[src/rtl/tt_um_counter_gen.sv]
// -----------------------------------------------------------------------------
// tt_um_counter_gen
//   Parametrised up/down counter core with a terminal-count pulse and a
//   square-wave blink output that toggles on every wrap.
//
//   Optional feature macro: CNT_PRESCALE_EN
//     defined     -> a PRESCALE_W-bit prescaler gates the count steps, so the
//                    counter steps once every prescale+1 enabled cycles
//     not defined -> the counter steps on every enabled cycle; the prescale
//                    port is present but has no effect
//
// Ports
//   clk       in   1           clock, all state updates on the rising edge
//   rst_n     in   1           asynchronous active-low reset
//   ena       in   1           count enable (low freezes counter and prescaler)
//   clr       in   1           synchronous clear to 0 (highest priority)
//   load      in   1           synchronous load of load_val
//   load_val  in   WIDTH       value taken on load
//   up_dn     in   1           1 = count up, 0 = count down
//   sat       in   1           1 = saturate at the bound, 0 = wrap
//   prescale  in   PRESCALE_W  prescaler divide value (CNT_PRESCALE_EN only)
//   cnt       out  WIDTH       registered count value
//   tc        out  1           registered one-cycle terminal-count pulse
//   blink     out  1           registered, toggles on every wrap event
// -----------------------------------------------------------------------------
module tt_um_counter_gen #(
   parameter int WIDTH      = 8,
   parameter int PRESCALE_W = 4
) (
   input  logic                  clk,
   input  logic                  rst_n,
   input  logic                  ena,
   input  logic                  clr,
   input  logic                  load,
   input  logic [WIDTH-1:0]      load_val,
   input  logic                  up_dn,
   input  logic                  sat,
   input  logic [PRESCALE_W-1:0] prescale,
   output logic [WIDTH-1:0]      cnt,
   output logic                  tc,
   output logic                  blink
);

   localparam logic [WIDTH-1:0] CNT_MAX  = {WIDTH{1'b1}};
   localparam logic [WIDTH-1:0] CNT_ZERO = {WIDTH{1'b0}};
   localparam logic [WIDTH-1:0] CNT_ONE  = {{(WIDTH-1){1'b0}}, 1'b1};

   logic [WIDTH-1:0] cnt_q, cnt_d;
   logic             tc_q, tc_d;
   logic             blink_q, blink_d;
   logic             tick_s;
   logic             step_s;

`ifdef CNT_PRESCALE_EN
   localparam logic [PRESCALE_W-1:0] PRE_ZERO = {PRESCALE_W{1'b0}};
   localparam logic [PRESCALE_W-1:0] PRE_ONE  = {{(PRESCALE_W-1){1'b0}}, 1'b1};

   logic [PRESCALE_W-1:0] pre_q, pre_d;

   // Prescaler next state: compares against the live prescale value, so a
   // value lowered below the current count lets it run on and wrap around.
   always_comb begin
      tick_s = (pre_q == prescale);
      pre_d  = pre_q;
      if (clr || load) begin
         pre_d = PRE_ZERO;
      end else if (ena) begin
         pre_d = tick_s ? PRE_ZERO : (pre_q + PRE_ONE);
      end else begin
         pre_d = pre_q;
      end
   end

   // Prescaler register.
   always_ff @(posedge clk or negedge rst_n) begin
      if (!rst_n) begin
         pre_q <= PRE_ZERO;
      end else begin
         pre_q <= pre_d;
      end
   end
`else
   // Without the prescaler every enabled cycle is a tick; prescale is folded
   // in only so the port is not left dangling, the OR keeps tick constant.
   assign tick_s = 1'b1 | (&prescale);
`endif

   assign step_s = ena & tick_s & ~clr & ~load;

   // Counter next state: clear beats load beats step; tc defaults low so it
   // can only ever be a single-cycle pulse.
   always_comb begin
      cnt_d   = cnt_q;
      tc_d    = 1'b0;
      blink_d = blink_q;
      if (clr) begin
         cnt_d = CNT_ZERO;
      end else if (load) begin
         cnt_d = load_val;
      end else if (step_s) begin
         if (up_dn) begin
            if (cnt_q != CNT_MAX) begin
               cnt_d = cnt_q + CNT_ONE;
               // Saturating count landing on the top bound.
               tc_d  = sat && (cnt_q == (CNT_MAX - CNT_ONE));
            end else if (!sat) begin
               cnt_d   = CNT_ZERO;
               tc_d    = 1'b1;
               blink_d = ~blink_q;
            end else begin
               cnt_d = cnt_q;
            end
         end else begin
            if (cnt_q != CNT_ZERO) begin
               cnt_d = cnt_q - CNT_ONE;
               // Saturating count landing on the bottom bound.
               tc_d  = sat && (cnt_q == CNT_ONE);
            end else if (!sat) begin
               cnt_d   = CNT_MAX;
               tc_d    = 1'b1;
               blink_d = ~blink_q;
            end else begin
               cnt_d = cnt_q;
            end
         end
      end else begin
         cnt_d = cnt_q;
      end
   end

   // Counter, terminal-count and blink registers.
   always_ff @(posedge clk or negedge rst_n) begin
      if (!rst_n) begin
         cnt_q   <= CNT_ZERO;
         tc_q    <= 1'b0;
         blink_q <= 1'b0;
      end else begin
         cnt_q   <= cnt_d;
         tc_q    <= tc_d;
         blink_q <= blink_d;
      end
   end

   assign cnt   = cnt_q;
   assign tc    = tc_q;
   assign blink = blink_q;

endmodule

[config.mk]
export PLATFORM = sky130hd
export DESIGN_NAME = tt_um_counter_gen
export DESIGN_NICKNAME = d
export VERILOG_FILES = /design/src/rtl/tt_um_counter_gen.sv
export SDC_FILE = /design/constraint.sdc
export NUM_CORES = 1
export LEC_CHECK = 0
export ABC_AREA = 1
export BUFFER_PORTS_ARGS = -buffer_cell sky130_fd_sc_hd__buf_2
export CAP_MARGIN = 30
export CORE_UTILIZATION = 50
export CTS_BUF_LIST = sky130_fd_sc_hd__clkbuf_8
export DETAILED_ROUTE_END_ITERATION = 6
export PLACE_DENSITY = 0.79
export SYNTH_ARGS = -nofsm -noshare
export SYNTH_HDL_FRONTEND = slang
export SYNTH_SLANG_ARGS = --single-unit
[constraint.sdc]
create_clock -name clk -period 1.4 [get_ports clk]
set_input_delay 0.14 -clock clk [delete_from_list [all_inputs] [get_ports clk]]
set_output_delay 0.14 -clock clk [all_outputs]
set_load 0.005 [all_outputs]
==> flow_metrics.tcl <==
set metrics [dict create \
    slew_viol_final 0 \
    drt_iter0_markers 41 \
    min_period_ns 1.47 \
    synthTopCellsByCount "nand2_1 (64), inv_1 (20), nand3_1 (19), nor2_1 (19)" \
    clkSlewWorstSetupHoldPaths_ns 0.05 \
    overflow 0 \
    areaGrowthSynthToFinish_pct 39.2 \
    cts_inserted_buffers 3 \
    grt_pass1_vias 1312 \
    setup_violations 8 \
    critPathTopFamily "simple AND/OR/NAND/NOR gates" \
    r2r_slack_ns -0.07 \
    reg2reg_to "cnt[7]" \
    dp_slack_ns -0.0557 \
    cp_slowest_cell "dfrtp_1" \
    wl_per_cell_um 13.3 \
    critPathBufInv 1 \
    track_usage_pct 29.4 \
    relSlewSlack_pct 82.0 \
    vias 1377 \
    synth_nets 207 \
    worst_pin_slew_ns 0.270 \
    ys.flop_type "dfrtp_1" \
    cp-start-kind "flip-flop" \
    antenna_cells 0 \
    clock_skew_ns 0.00406 \
    worstPathCellList "inv_2, ha_4, nand2_4, nor2_8, nor2_4, nand3_2, nand2_1, nand2_1, nand2_1, nand2_1" \
    crit_end "cnt[7]" \
    grt_pass1_wl_mm 5.60 \
    syn_area_um2 1160 \
    report.final.hold_viol_count 0 \
    maxCapViolations 0 \
    antenna_left 0 \
    crit_path_frequent_cell "nand2_1" \
    synth_top_area_cell "dfrtp_1" \
    fp-row-count 17 \
    start_util_pct 52.9 \
    ys_seq_area_share_pct 21.6 \
    synth.distinct_cells 23 \
    post-route-period-util_pct 105 \
    path_max_fanout 7 \
    max_stage_delay_ns 0.41 \
    path_depth 10 \
    cts_sinks 10 \
    drive_gt1_share_pct 38.2 \
    synth_edf_count 0 \
    routed.top_layer "met4" \
    post-route-util_pct 73.6 \
    ir_worst_vdd_v 0.000932 \
    synth_seq_cells 10 \
    htree_levels 1 \
    antenna_found_initial 0 \
    ys_top_cells_by_area "dfrtp_1 (22%), nand2_1 (21%), nand3_1 (8.2%)" \
    final.fill_count 180 \
    synth_cells 183 \
    yosysMostFrequentCell "nand2_1" \
    final_cell_area_um2 1610 \
    wl_met3_um 147 \
    crit_type "flip-flop to flip-flop" \
    dieArea_um2 2510 \
    cts_tree "yes" \
    r2r_cells 10 \
    hp-class "input pin to flip-flop" \
    async_flop_share_pct 100 \
    r2r_start "cnt[0]" \
    post-dp-hpwl_mm 2.63 \
    io_pins 29 \
    first_pass_iters 4 \
    power_mw 1.29 \
    die_x_um 50.1 \
    wl_met1_mm 1.37 \
    clkLatencyLatePin_ns 0.24 \
    core_um2 2190 \
    synth_warnings 0 \
    max_freq_mhz 680 \
    synth_top_area_share_pct 21.6 \
    io_buffers 24 \
    dr_wl_met2_mm 1.92 \
    end_kind "flip-flop" \
    setup_tns_ns -0.437 \
    power_density_nw_per_um2 798 \
    route.detailed.drc 0 \
    place_congestion 0.961 \
    synth.avg_cell_area_um2 6.33 \
    totalWireLength_mm 3.48 \
    clock_path_buffers 2 \
    place_area_um2 1450 \
    startpoint "cnt[0]" \
    rsz0062_at_grt "yes" \
    required_ns 1.52 \
    p_leak_nw 0.896 \
    violations "negative setup slack" \
    status "finished with violations" \
    grt_max_degree 15 \
    viasPerCell 5.28 \
    fin_nets 259 \
    cts_root_buffer "clkbuf_8" \
    worst_ep_arrival_time_ns 1.59 \
    worst_slack_ns -0.0698 \
    fp.dieH_um 50.1 \
]
==> layer usage <==
metal	vias up	GRT usage, %
met1	635	32.3
li1	688	-
met2	48	56.9
met3	6	5.15
met5	-	0
met4	0	7.14
==> state kept, by name (all words and copies together) (netlist names) <==
register / flops
cnt: 8
blink: 1
tc: 1
==> tightest hold or removal path: cells and delay by family <==
| kind | cells | cell delay, ns |
|---|---|---|
| and+or+nand+nor | 2 | 0.12 |
| buffers and inverters | 1 | 0.10 |
==> placed cells by master (no fill, tap or decap), types with 2 or more instances in the layout <==
master | synthesis | routed
a21oi_1 | 5 | 4
buf_2 | 1 | 24
buf_4 | 0 | 26
clkbuf_8 | 0 | 3
dfrtp_1 | 10 | 7
dfrtp_2 | 0 | 3
ha_1 | 5 | 2
ha_2 | 0 | 2
inv_1 | 20 | 17
inv_2 | 0 | 3
nand2_1 | 64 | 64
nand2_2 | 5 | 4
nand2_4 | 2 | 3
nand3_1 | 19 | 15
nand3_2 | 1 | 4
nand3_4 | 1 | 2
nand4_1 | 4 | 4
nor2_1 | 19 | 17
nor2_2 | 0 | 2
nor2_4 | 4 | 4
nor2_8 | 2 | 2
o21ai_0 | 10 | 5
o21ai_1 | 0 | 4
or2_2 | 2 | 2
xnor2_1 | 2 | 2
==> what timing repair did <==
item	CTS	global route
endpoints found under the setup margin	10	10
pin swaps	2	9
buffers inserted	3	0
gates resized for setup	12	12
hold buffers	1	0
hold endpoints to repair	10	0
==> layout make-up <==
| cell class | count | area [µm²] | share of cell area (%) |
|---|---|---|---|
| clock buffers | 3 | 41.3 | 2.56 |
| inverters | 20 | 75.1 | 4.65 |
| flip-flops and latches | 10 | 254 | 15.7 |
| multi-input cells | 148 | 862 | 53.5 |
| well taps | 28 | 35.0 | 2.17 |
| repair buffers | 52 | 345 | 21.4 |
==> worst min path at each step <==
| stage | from | to | slack (ns) | depth (start not counted) |
|---|---|---|---|---|
| 2_1_floorplan | rst_n | blink | -0.16 | 0 |
| 3_3_place_gp | rst_n | cnt[7] | 0.005 | 1 |
| 3_5_place_dp | rst_n | cnt[6] | 0.02 | 1 |
| 4_1_cts | ena | tc | 0.17 | 3 |
| 5_1_grt | ena | tc | 0.18 | 3 |
| 6_report | ena | tc | 0.16 | 3 |
==> stage by stage <==
stage               hold WS (ns)  cells
floorplan                 -0.156    183
global placement         0.00533    254
detailed placement        0.0169    254
CTS                        0.165    261
global route               0.182    261
finish                     0.160    261
==> cell families after synthesis <==
| family | after synthesis | synth area share (%) |
|---|---|---|
| AOI/OAI and AO/OA | 16 | 7.13 |
| and+or+nand+nor | 125 | 54.2 |
| buffers and inverters | 25 | 10.2 |
| adders and majority gates | 5 | 5.40 |
| xor gates and xnor gates | 2 | 1.51 |
| DFF | 10 | 21.6 |
==> where the power goes <==
| part | switching [mW] | internal (mW) |
|---|---|---|
| logic | 0.322 | 0.275 |
| clock network | 0.114 | 0.189 |
| registers | 0.0552 | 0.331 |
(Power assumes the default switching activity.)
